===== src/rtl/alu_seq.sv =====
// alu_seq: handshaked parametrised ALU with carry chaining and shift-add multiply
module alu_seq #(
    parameter int WIDTH = 8
) (
    input  logic             clk,
    input  logic             rst_n,
    input  logic             in_valid,
    output logic             in_ready,
    input  logic [WIDTH-1:0] a,
    input  logic [WIDTH-1:0] b,
    input  logic [3:0]       opcode,
    output logic             out_valid,
    input  logic             out_ready,
    output logic [WIDTH-1:0] result,
    output logic [3:0]       flags,
    output logic             illegal
);
    localparam int CW = $clog2(WIDTH + 1);
    localparam logic [3:0] op_add = 4'd0;
    localparam logic [3:0] op_sub = 4'd1;
    localparam logic [3:0] op_and = 4'd2;
    localparam logic [3:0] op_or  = 4'd3;
    localparam logic [3:0] op_xor = 4'd4;
    localparam logic [3:0] op_not = 4'd5;
    localparam logic [3:0] op_inc = 4'd6;
    localparam logic [3:0] op_shl = 4'd7;
    localparam logic [3:0] op_shr = 4'd8;
    localparam logic [3:0] op_adc = 4'd9;
    localparam logic [3:0] op_sbb = 4'd10;
    localparam logic [3:0] op_cmp = 4'd11;
    localparam logic [3:0] op_mul = 4'd12;

    typedef enum logic [1:0] {s_idle, s_mul, s_done} state_t;

    state_t               state, state_n;
    logic [2*WIDTH-1:0]   ma, acc, acc_n;
    logic [WIDTH-1:0]     mb, bb, op_r, zn, mul_r;
    logic [WIDTH:0]       sum, dif;
    logic [CW-1:0]        cnt;
    logic [3:0]           op_f, mul_f;
    logic                 op_c, op_v, op_ill, v_add, v_sub, take, is_mul, last;

    assign out_valid = state == s_done;
    assign in_ready  = state == s_idle || (state == s_done && out_ready);
    assign take      = in_valid && in_ready;
    assign is_mul    = opcode == op_mul;
    assign last      = state == s_mul && cnt == CW'(WIDTH - 1);

    // single-cycle datapath; carry-in is the C flag of the last completed op
    always_comb begin
        bb     = opcode == op_inc ? WIDTH'(1) : b;
        sum    = {1'b0, a} + {1'b0, bb} + (WIDTH + 1)'(opcode == op_adc && flags[0]);
        dif    = {1'b0, a} - {1'b0, b} - (WIDTH + 1)'(opcode == op_sbb && flags[0]);
        v_add  = (a[WIDTH-1] == bb[WIDTH-1]) && (sum[WIDTH-1] != a[WIDTH-1]);
        v_sub  = (a[WIDTH-1] != b[WIDTH-1]) && (dif[WIDTH-1] != a[WIDTH-1]);
        op_r   = '0;
        op_c   = 1'b0;
        op_v   = 1'b0;
        case (opcode)
            op_add, op_inc, op_adc: begin
                op_r = sum[WIDTH-1:0];
                op_c = sum[WIDTH];
                op_v = v_add;
            end
            op_sub, op_sbb: begin
                op_r = dif[WIDTH-1:0];
                op_c = dif[WIDTH];
                op_v = v_sub;
            end
            op_cmp: begin
                op_r = a;
                op_c = dif[WIDTH];
                op_v = v_sub;
            end
            op_and: op_r = a & b;
            op_or:  op_r = a | b;
            op_xor: op_r = a ^ b;
            op_not: op_r = ~a;
            op_shl: begin
                op_r = {a[WIDTH-2:0], 1'b0};
                op_c = a[WIDTH-1];
            end
            op_shr: begin
                op_r = {1'b0, a[WIDTH-1:1]};
                op_c = a[0];
            end
            default: ;
        endcase
        zn     = opcode == op_cmp ? dif[WIDTH-1:0] : op_r;
        op_f   = {op_v, zn[WIDTH-1], zn == '0, op_c};
        op_ill = opcode > op_mul;
    end

    // one shift-add step; the final step's sum is the completed product
    always_comb begin
        acc_n = acc + (mb[0] ? ma : '0);
        mul_r = acc_n[WIDTH-1:0];
        mul_f = {1'b0, mul_r[WIDTH-1], mul_r == '0, |acc_n[2*WIDTH-1:WIDTH]};
    end

    // next state: acceptance wins, otherwise finish multiply or release the result
    always_comb begin
        state_n = state;
        if (take)
            state_n = is_mul ? s_mul : s_done;
        else if (last)
            state_n = s_done;
        else if (state == s_done && out_ready)
            state_n = s_idle;
    end

    // state, multiply engine and result registers; outputs change only on completion
    always_ff @(posedge clk) begin
        if (!rst_n) begin
            state   <= s_idle;
            result  <= '0;
            flags   <= '0;
            illegal <= 1'b0;
            cnt     <= '0;
            ma      <= '0;
            mb      <= '0;
            acc     <= '0;
        end else begin
            state <= state_n;
            if (take && is_mul) begin
                ma  <= {{WIDTH{1'b0}}, a};
                mb  <= b;
                acc <= '0;
                cnt <= '0;
            end else if (state == s_mul) begin
                ma  <= ma << 1;
                mb  <= mb >> 1;
                acc <= acc_n;
                cnt <= cnt + CW'(1);
            end
            if (take && !is_mul) begin
                result  <= op_r;
                flags   <= op_f;
                illegal <= op_ill;
            end else if (last) begin
                result  <= mul_r;
                flags   <= mul_f;
                illegal <= 1'b0;
            end
        end
    end
endmodule


===== config.mk =====
export PLATFORM = sky130hd
export DESIGN_NAME = alu_seq
export DESIGN_NICKNAME = d
export VERILOG_FILES = /design/src/rtl/alu_seq.sv
export SDC_FILE = /design/constraint.sdc
export NUM_CORES = 1
export LEC_CHECK = 0
export CELL_PAD_IN_SITES_DETAIL_PLACEMENT = 1
export CELL_PAD_IN_SITES_GLOBAL_PLACEMENT = 1
export CORE_ASPECT_RATIO = 0.7
export CORE_MARGIN = 3
export CORE_UTILIZATION = 44
export DETAILED_ROUTE_END_ITERATION = 6
export DONT_BUFFER_PORTS = 1
export PLACE_DENSITY_LB_ADDON = 0.1
export SLEW_MARGIN = 30
export SYNTH_ARGS = -nofsm -noshare
export SYNTH_HDL_FRONTEND = slang
export SYNTH_SLANG_ARGS = --single-unit
export TNS_END_PERCENT = 1

===== constraint.sdc =====
create_clock -name clk -period 3 [get_ports clk]
set_input_delay 0.45 -clock clk [delete_from_list [all_inputs] [get_ports clk]]
set_output_delay 0.45 -clock clk [all_outputs]
set_load 0.03 [all_outputs]

==> Word level (Yosys, flattened, before mapping) <==
Index checks and enable logic that the tools add are counted.
{ "word_totals": {"ff_bits": 59, "latchBits": 0, "ram_bits": 0, "mem_bits_ro": 0, "in_bits": 24, "word_cells": 83, "mem_count": 0} }
{ "classes": {"addsub": 6, "n_mul": 0, "n_div": 0, "magnitude_cmp": 1, "eq_ne": 19, "n_shift": 0, "muxes": 20, "bitwise_logic": 5, "reduce_logical": 23} }
{ "ops": {"columns": ["operator", "n"], "rows": [
  ["$pmux W8 S9", 1],
  ["$mux W8", 8],
  ["$eq A4 B3 Y1 const B", 5],
  ["$eq A4 B4 Y1 const B", 5],
  ["$add A16 B16 Y16", 1],
  ["$logic_not A8 Y1", 2],
  ["$mux W16", 1],
  ["$add A8 B8 Y9", 1],
  ["$add A9 B1 Y9", 1],
  ["$logic_and A1 B1 Y1", 9],
  ["$sub A8 B8 Y9", 1],
  ["$sub A9 B1 Y9", 1],
  ["$and A8 B8 Y8", 1],
  ["$eq A4 B2 Y1 const B", 2],
  ["$mux W2", 4],
  ["$mux W4", 2],
  ["$not A8 Y8", 1],
  ["$or A8 B8 Y8", 1],
  ["$reduce_or A8 Y1", 1],
  ["$xor A8 B8 Y8", 1],
  ["$reduce_or A3 Y1", 2],
  ["$add A4 B1 Y4 const B", 1],
  ["$eq A4 B1 Y1 const B", 1],
  ["$gt A4 B4 Y1 const B", 1],
  ["15 further kinds", 20]
]} }

==> Depth between registers and ports, before layout <==
Gate-level depths: netlist (run 1).
{ "logic_depth": {"depth_word": 8, "depth_mapped": 15} }

==> Least setup slack after synthesis (run 1) <==
OpenSTA, ideal clock, no wires.
{ "synth_path": {"path_kind": "input to register", "start": "input opcode[1]", "end": "register flags[1]", "t_arrival_ps": 3217, "required_ps": 2926, "slack_ps": -291, "stages": 14, "cell_sequence": "buf_2 > buf_2 > buf_2 > nand4_1 > fa_1 > fa_1 > o21ai_0 > nor2b_1 > xnor2_1 > a2111oi_2 > nand2_1 > nor3_1 > nand4b_1 > a31oi_1"} }
{ "synth_via": {"elab_chain_cells": 8} }
{ "synth_lines": {"columns": ["element", "line", "text"], "rows": [
  ["start: declaration", "11", "input logic [3:0] opcode,"],
  ["$eq A4 B3 Y1", "51, 59", null],
  ["$mux W8", "51", "bb = opcode == op_inc ? WIDTH'(1) : b;"],
  ["$add A8 B8 Y9", "52", "sum = {1'b0, a} + {1'b0, bb} + (WIDTH + 1)'(opcode == op_adc && flags[0]);"],
  ["$add A9 B1 Y9", "52", null],
  ["$pmux W8 S9", "59", "case (opcode)"],
  ["$mux W8", "89", "zn = opcode == op_cmp ? dif[WIDTH-1:0] : op_r;"],
  ["$logic_not A8 Y1", "90", "op_f = {op_v, zn[WIDTH-1], zn == '0, op_c};"],
  ["$mux W4", "136", "if (take && !is_mul) begin"],
  ["end signal: assignment", "138", "flags <= op_f;"],
  ["end signal: assignment", "142", "flags <= mul_f;"],
  ["end: declaration", "15", "output logic [3:0] flags,"]
]} }
Parallel ways exist; a longest one is shown, timed or not.
A chain may end at the register's enable or synchronous reset.

==> Worst setup path in the final report (run 1) <==
{ "layout_path": {"start": "register flags[0]", "end": "register flags[1]"} }
{ "layout_via": {"elab_chain_cells": 6} }
{ "layout_lines": {"columns": ["element", "line"], "rows": [
  ["$logic_and A1 B1 Y1 (on tied branches)", "53, 52"],
  ["$sub A9 B1 Y9 or $add A9 B1 Y9 (tied branches)", "53, 52"],
  ["$pmux W8 S9", "59"],
  ["$mux W8 *", "89"],
  ["$logic_not A8 Y1 *", "90"],
  ["$mux W4 *", "136"]
]} }
Mark *: on every way between the ends. The rest lies on a longest branch, timed or not.

==> run_results.csv, run 1 <==
group,metric,value,unit
detailed_routing,drtAntennaViolNets,0,
detailed_routing,drt_iter0_markers,364,
yosys,synthDistinctLibCells,71,
critical_path,path_buf_inv,1,
critical_path,path_common_cell,"fa_2",
run_status,outcome,"finished with violations",
critical_path,slowest_stage,"a2111oi_2",
sta,min_period,3.010,ns
yosys,synthCells,672,
detailed_routing,vias,5115,
critical_path,worstPathMaxFanout,3,
detailed_routing,drc,0,
critical_path,cp_cell_sequence,"nand4_1 > fa_2 > fa_2 > buf_4 > a22o_1 > a2111oi_2 > nand2_1 > nor3_2 > nand4b_1 > a31oi_1",
place,dpl_cell_area,0.005520,mm2
sta,setup_viol,1,
pwr,p_int,0.001836,W
grt,grt.total_usage,28.81,%
critical_path,path_delay_family,"compound AO/OA/AOI/OAI gates",
clock_network,insertion_delay,0.33,ns
pwr,finalPower,0.002587,W
yosys,synth_area,0.005136,mm2
critical_path,r2r_cells,10,
sta,fin_ws,-0.01003,ns
yosys,ys.flop_type,"dfxtp_1",
sta,worstMarginPinSlew,0.7281,ns
grt,antenna_found_initial,0,
sta,min_period_over_period,100.3,%
detailed_routing,vias_per_cell,6.032,
finish,layout-drive-gt1-share,13.09,%
clock_network,cts_num_sinks,59,
die,rows,32,
sta,max-slew-margin-rel,51.28,%
clock_network,clock_tree.root_cell,"clkbuf_16",
critical_path,startpoint,"flags[0]",
sta,slew_violations,0,
yosys,syn_area_per_cell,7.643,um2
clock_network,cts_made_buffers,9,
pwr,p_leak,2.524,nW
finish,syn_to_final_growth,15.20,%
critical_path,r2r_start,"flags[0]",
yosys,synth_edf_count,0,
place,placed_cells,832,
critical_path,worst-setup-path-type,"flip-flop to flip-flop",
critical_path,cp-start-kind,"flip-flop",
finish,finalNonFillerCells,848,
sta,setup_tns,-0.01003,ns
clock_network,clockBufferDepth,2,
grt,grt_max_degree,37,
critical_path,path_depth,10,
pwr,p_switching,0.0007508,W
pwr,power_frac_seq,33.1,%
yosys,yosysWarnings,0,
pwr,peakVddDrop,360.4,uV
sta,final_hold_viol_count,0,
finish,final_cell_area,0.005917,mm2
grt,grt_pass1_vias,5053,
sta,rsz0062_at_grt,"true",
hold_path,holdCritStartpoint,"rst_n",
pwr,combPwrFrac,23.3,%
finish,diodes,0,
die,die_area,0.01303,mm2
pwr,clockPowerShare,43.6,%
detailed_routing,dr.pass1.iters,4,
die,core_area,0.01121,mm2
yosys,async_flop_share,0,%
place,globalplace.congestion,0.9840,
hold_path,hold_depth,1,
critical_path,cp.arrival,3.26,ns
finish,fin_nets,772,
pwr,power.density,437.1,mW/mm2
die,die_w,135.1,um
clock_network,htree_levels,3,
grt,grt_pass1_wl,28780,um
sta,fmax,0.3322,GHz
place,portBuffers,0,
hold_path,holdCritPathClass,"input port to flip-flop",
critical_path,crit_path_end_kind,"flip-flop",
pwr,switching_share,29.03,%
run_status,violations,"negative setup slack",
detailed_routing,routed_wl,18860,um
die,start_util,45.81,%
sta,finalClockSkew,0.005980,ns
grt,grt-ovfl-total,0,
place,hpwl,14460,um
clock_network,path_clk_slew,0.05,ns
yosys,yosysSeqAreaShare,23.00,%
die,ios,39,
detailed_routing,routedWlPerCell,22.24,um
flow_run,maxCapViolations,0,
critical_path,cp_slowest_stage_delay,0.61,ns
clock_network,tritoncts,"built",
yosys,syn_nets,754,
die,die-height,96.40,um
yosys,ys_seq_elements,59,
critical_path,worstPathRequired,3.25,ns
per-layer routing:
| metal | share of wire [%] | GRT usage (%) | routed length [um] |
|---|---|---|---|
| met5 | 0 | 0 | 0 |
| met4 | 0.62 | 4.530 | 116 |
| met3 | 12 | 12.27 | 2228 |
| met1 | 47 | 41.02 | 8896 |
| met2 | 40 | 41.02 | 7619 |
repair_timing:
item	in CTS	in global routing
endpoints found under the setup margin	0	5
hold buffers	0	0
gates resized for setup	0	11
buffers inserted	0	0
cell usage in the layout, fill, tap and decap left out, types with 3 or more instances in the layout:
cell and n:
mux2i_1 4, nor3_1 11, inv_1 29, ha_1 52, nand2b_1 9, a22oi_1 8, a21o_1 6, a21boi_0 13
a32oi_1 3, dfxtp_1 59, nand3b_1 5, a21oi_1 43, nor4_1 3, o21ai_0 30, xor2_1 13, o211a_1 14
a211oi_2 3, nand2_1 100, o21ai_1 4, o21a_1 6, fa_2 3, a31oi_1 7, nor2_1 58, nor2b_4 3
a211oi_1 6, a22o_1 3, nand3_1 24, buf_4 42, nand4b_1 3, and2_1 16, o211ai_1 5, clkbuf_16 9
and3_1 3, xnor2_1 16, nor2b_1 9, o32ai_1 3, o22ai_1 4, nand4_1 3
worst register-to-register path: stages (launching register included):
cell	delay (ns)
dfxtp_1	0.38
nand4_1	0.15
fa_2	0.44
fa_2	0.38
buf_4	0.16
a22o_1	0.20
a2111oi_2	0.61
nand2_1	0.15
nor3_2	0.12
nand4b_1	0.12
a31oi_1	0.21
synth_stat cells, types with 4 or more instances:
| library cell | count | area [um2] |
|---|---|---|
| buf_2 | 9 | 45.04 |
| o22ai_1 | 4 | 25.02 |
| and2_1 | 16 | 100.1 |
| o21ai_0 | 32 | 160.2 |
| dfxtp_1 | 59 | 1181 |
| nor2_1 | 58 | 217.7 |
| nor2b_1 | 12 | 75.07 |
| o21a_1 | 6 | 45.04 |
| a221oi_1 | 4 | 35.03 |
| a31oi_1 | 8 | 50.05 |
| xnor2_1 | 18 | 157.7 |
| nand2b_1 | 10 | 62.56 |
| nand3_1 | 24 | 120.1 |
| o211ai_1 | 5 | 37.54 |
| o21ai_1 | 4 | 20.02 |
| xor2_1 | 13 | 113.9 |
| inv_1 | 30 | 112.6 |
| nor3_1 | 12 | 60.06 |
| clkbuf_1 | 19 | 71.32 |
| mux2i_1 | 4 | 40.04 |
| a22oi_1 | 8 | 60.06 |
| a21oi_1 | 43 | 215.2 |
| a21o_1 | 6 | 45.04 |
| ha_1 | 53 | 663.1 |
| o211a_1 | 14 | 140.1 |
| fa_1 | 5 | 100.1 |
| nand2_1 | 100 | 375.4 |
| a211oi_1 | 8 | 60.06 |
| a21boi_0 | 13 | 97.59 |
| nand3b_1 | 5 | 37.54 |
cells by family after synthesis:
kind of cell / count (synthesis) / share of synthesized area, %
muxes: 4 / 0.7796
AOI/OAI and AO/OA: 187 / 25.48
and+or+nand+nor: 267 / 25.04
xor gates and xnor gates: 31 / 5.286
adders and majority gates: 58 / 14.86
buffers and inverters: 66 / 5.554
DFF: 59 / 23.00
stage by stage:
step                hold WS (ns)  setup WS [ns]  util, %
floorplan                 0.4364        0.02296        -
global placement          0.4436        -0.1468    49.24
detailed placement        0.4575        -0.2010    49.24
CTS                       0.2503        0.02121    52.18
global route              0.2480       -0.08122    52.78
finish                    0.2633       -0.01003    52.78
final cells by class:
type                       count  area, um2
sequential                    59       1181
timing repair buffer          42      315.3
clock buffer                  12      256.5
fill                        1391       5294
clock inverter                 4      72.57
inverter                      31      120.1
tap                          153      191.4
multi-input combinational    547       3780
path summary, 6_finish.rpt:
path	to	slack, ns
worst max register to register	flags[1]	-0.01
worst min-delay path	ma[5]	0.26
worst min register to register	acc[4]	0.46
worst max-delay path	flags[1]	-0.01
state kept, by name, indices dropped and copies added, names as in the netlist:
signal,cells
acc,16
cnt,4
flags,4
illegal,1
ma,16
mb,8
result,8
state,2
power groups by stage:
stage	Combinational (W)	Sequential, W	Clock, W
after floorplan	0.000380	0.000862	0
final	0.000603	0.000856	0.00113
after detailed placement	0.000561	0.000870	0
after global routing	0.000647	0.000858	0.00118
after global placement	0.000553	0.000870	0
after CTS	0.000568	0.000854	0.00114
No activity file was read; power rests on OpenSTA's default activity.
==> run 2: changes to the inputs <==
--- a/config.mk
+++ b/config.mk
@@ -14,2 +14,3 @@
 export DONT_BUFFER_PORTS = 1
+export MAX_ROUTING_LAYER = met4
 export PLACE_DENSITY_LB_ADDON = 0.1
==> constraint.sdc (replaced) <==
create_clock -name clk -period 3 [get_ports clk]
set_input_delay 0.6 -clock clk [delete_from_list [all_inputs] [get_ports clk]]
set_output_delay 0.6 -clock clk [all_outputs]
set_load 0.03 [all_outputs]
==> run_results.csv, run 2 (synthesized netlist as in run 1, its figures left out) <==
group,metric,value,unit
run_status,outcome,"finished, final reports clean",
sta,timing.hold.ws,0.4154,ns
grt,grt_util_met1,41.57,%
die,die-height,96.40,um
clock_network,clockBufferDepth,2,
critical_path,worst-setup-path-type,"input port to flip-flop",
clock_network,htree_levels,3,
finish,diodes,0,
critical_path,slowest_stage,"fa_2",
clock_network,cts_made_buffers,9,
sta,finalClockSkew,0.004564,ns
grt,antenna_found_initial,0,
critical_path,cp.arrival,3.17,ns
sta,rsz0062_at_grt,"true",
pwr,finalPower,0.002403,W
grt,grt_max_degree,38,
hold_path,holdCritPathClass,"input port to flip-flop",
detailed_routing,routedWlPerCell,21.81,um
pwr,p_leak,2.544,nW
place,hpwl,14530,um
finish,final_core_util,53.08,%
finish,final_cell_mix,"99 x nand2_1, 58 x nor2_1, 58 x dfxtp_1",
detailed_routing,dr.pass1.iters,5,
grt,grt.total_usage,29.31,%
critical_path,worstPathRequired,3.25,ns
clock_network,hold_buffers,0,
sta,slew_violations,0,
pwr,peakVddDrop,299.3,uV
die,core_area,0.01121,mm2
finish,final_common_cell,"nand2_1",
finish,finalNonFillerCells,856,
place,globalplace.congestion,1.033,
finish,layout-drive-gt1-share,14.22,%
clock_network,cts_num_sinks,59,
grt,grt_use_met2,42.26,%
clock_network,path_clk_slew,0.05,ns
pwr,power.density,403.8,mW/mm2
sta,max-slew-margin-rel,54.71,%
sta,worstMarginPinSlew,0.6700,ns
place,portBuffers,0,
critical_path,crit_path_end_kind,"flip-flop",
place,placed_cells,839,
detailed_routing,vias,5168,
grt,grt_pass1_wl,28690,um
flow_run,maxCapViolations,0,
finish,syn_to_final_growth,15.86,%
die,die_w,135.1,um
sta,min_period,2.921,ns
sta,fmax,0.3423,GHz
die,ios,39,
grt,busiest_layer,"met2",
detailed_routing,drc,0,
critical_path,cp-start-kind,"input port",
grt,grt-ovfl-total,0,
detailed_routing,routed_wl,18670,um
critical_path,cp_cell_sequence,"nor4bb_4 > nor2_1 > fa_2 > fa_2 > nor2b_2 > o31a_1 > o21a_1 > nor2_1 > xnor2_1 > a221oi_2 > buf_4 > nand4b_1 > a31oi_1",
detailed_routing,drtAntennaViolNets,0,
critical_path,worstPathMaxFanout,29,
die,start_util,45.81,%
clock_network,insertion_delay,0.32,ns
finish,reg.largest.list,"acc x16, ma x16",
sta,final_hold_viol_count,0,
die,die_area,0.01303,mm2
die,rows,32,
grt,grt_pass1_vias,5168,
clock_network,clock_tree.root_cell,"clkbuf_16",
sta,min_period_over_period,97.38,%
critical_path,cp_slowest_stage_delay,0.40,ns
finish,fin_nets,781,
grt,gr-usage-met3,9.161,%
sta,setup_viol,0,
detailed_routing,drt_iter0_markers,376,
detailed_routing,vias_per_cell,6.037,
clock_network,tritoncts,"built",
run 2: changes by cell type in the layout (fill, tap and decap cells not counted), sizes merged:
cell      before  now
clkinv         1    3
clkinvlp       2    1
bufinv         2    0
buf           42   51
run 2: path summary, 6_finish.rpt:
path                                start        to  slack (ns)  cells past startpoint
worst max-delay path            opcode[1]  flags[1]        0.08                     13
worst max register to register   flags[0]  flags[1]        0.12                     11
worst min-delay path                rst_n  flags[2]        0.42                      1
worst min register to register     ma[15]    ma[15]        0.46                      2
run 2: final cells by class:
type / instances / area, um2
multi-input combinational: 547 / 3809
inverter: 31 / 120.1
fill: 1406 / 5260
clock buffer: 12 / 246.5
clock inverter: 3 / 15.01
sequential: 59 / 1182
tap: 153 / 191.4
timing repair buffer: 51 / 386.6
run 2: worst max-delay path: cells and delay by family:
kind,cells,cell delay (ns)
and+or+nand+nor,5,0.71
xor gates and xnor gates,1,0.14
AOI/OAI and AO/OA,4,0.77
buffers and inverters,1,0.16
adders and majority gates,2,0.77
run 2: per-stage QoR:
stage          TNS, ns  area, um2  setup slack, ns
2_1_floorplan  -0.4646       5190          -0.1270
3_3_place_gp    -1.303       5573          -0.3417
3_5_place_dp    -1.602       5573          -0.3001
4_1_cts              0       5834         0.001576
5_1_grt        -0.1435       5951         -0.09432
6_report             0       5951          0.07857
run 2: layer usage:
layer	vias to the layer above	part of all wire [%]	wire, um
met3	10	9.3	1741
met2	177	42	7763
met1	2536	49	9084
met4	0	0.42	79
met5	-	0	0
li1	2445	-	-
run 2: power by group:
group	internal (W)	leakage, nW	switching (W)	total (W)
logic	0.000285	1.93	0.000345	0.000630
clock network	0.000572	0.132	0.000346	0.000917
registers	0.000806	0.479	0.0000496	0.000856
run 2: what timing repair did:
action                                  CTS  global route
endpoints found under the setup margin    1            10
buffers inserted                          0             2
resized for setup                         1            16
pin swaps                                 0             9
==> run 3: changes to the inputs <==
Settings changed: SLEW_MARGIN 30 to not set.
==> results of run 3 <==
Same layout as run 2: the final DEF is identical, and so are final timing and power.
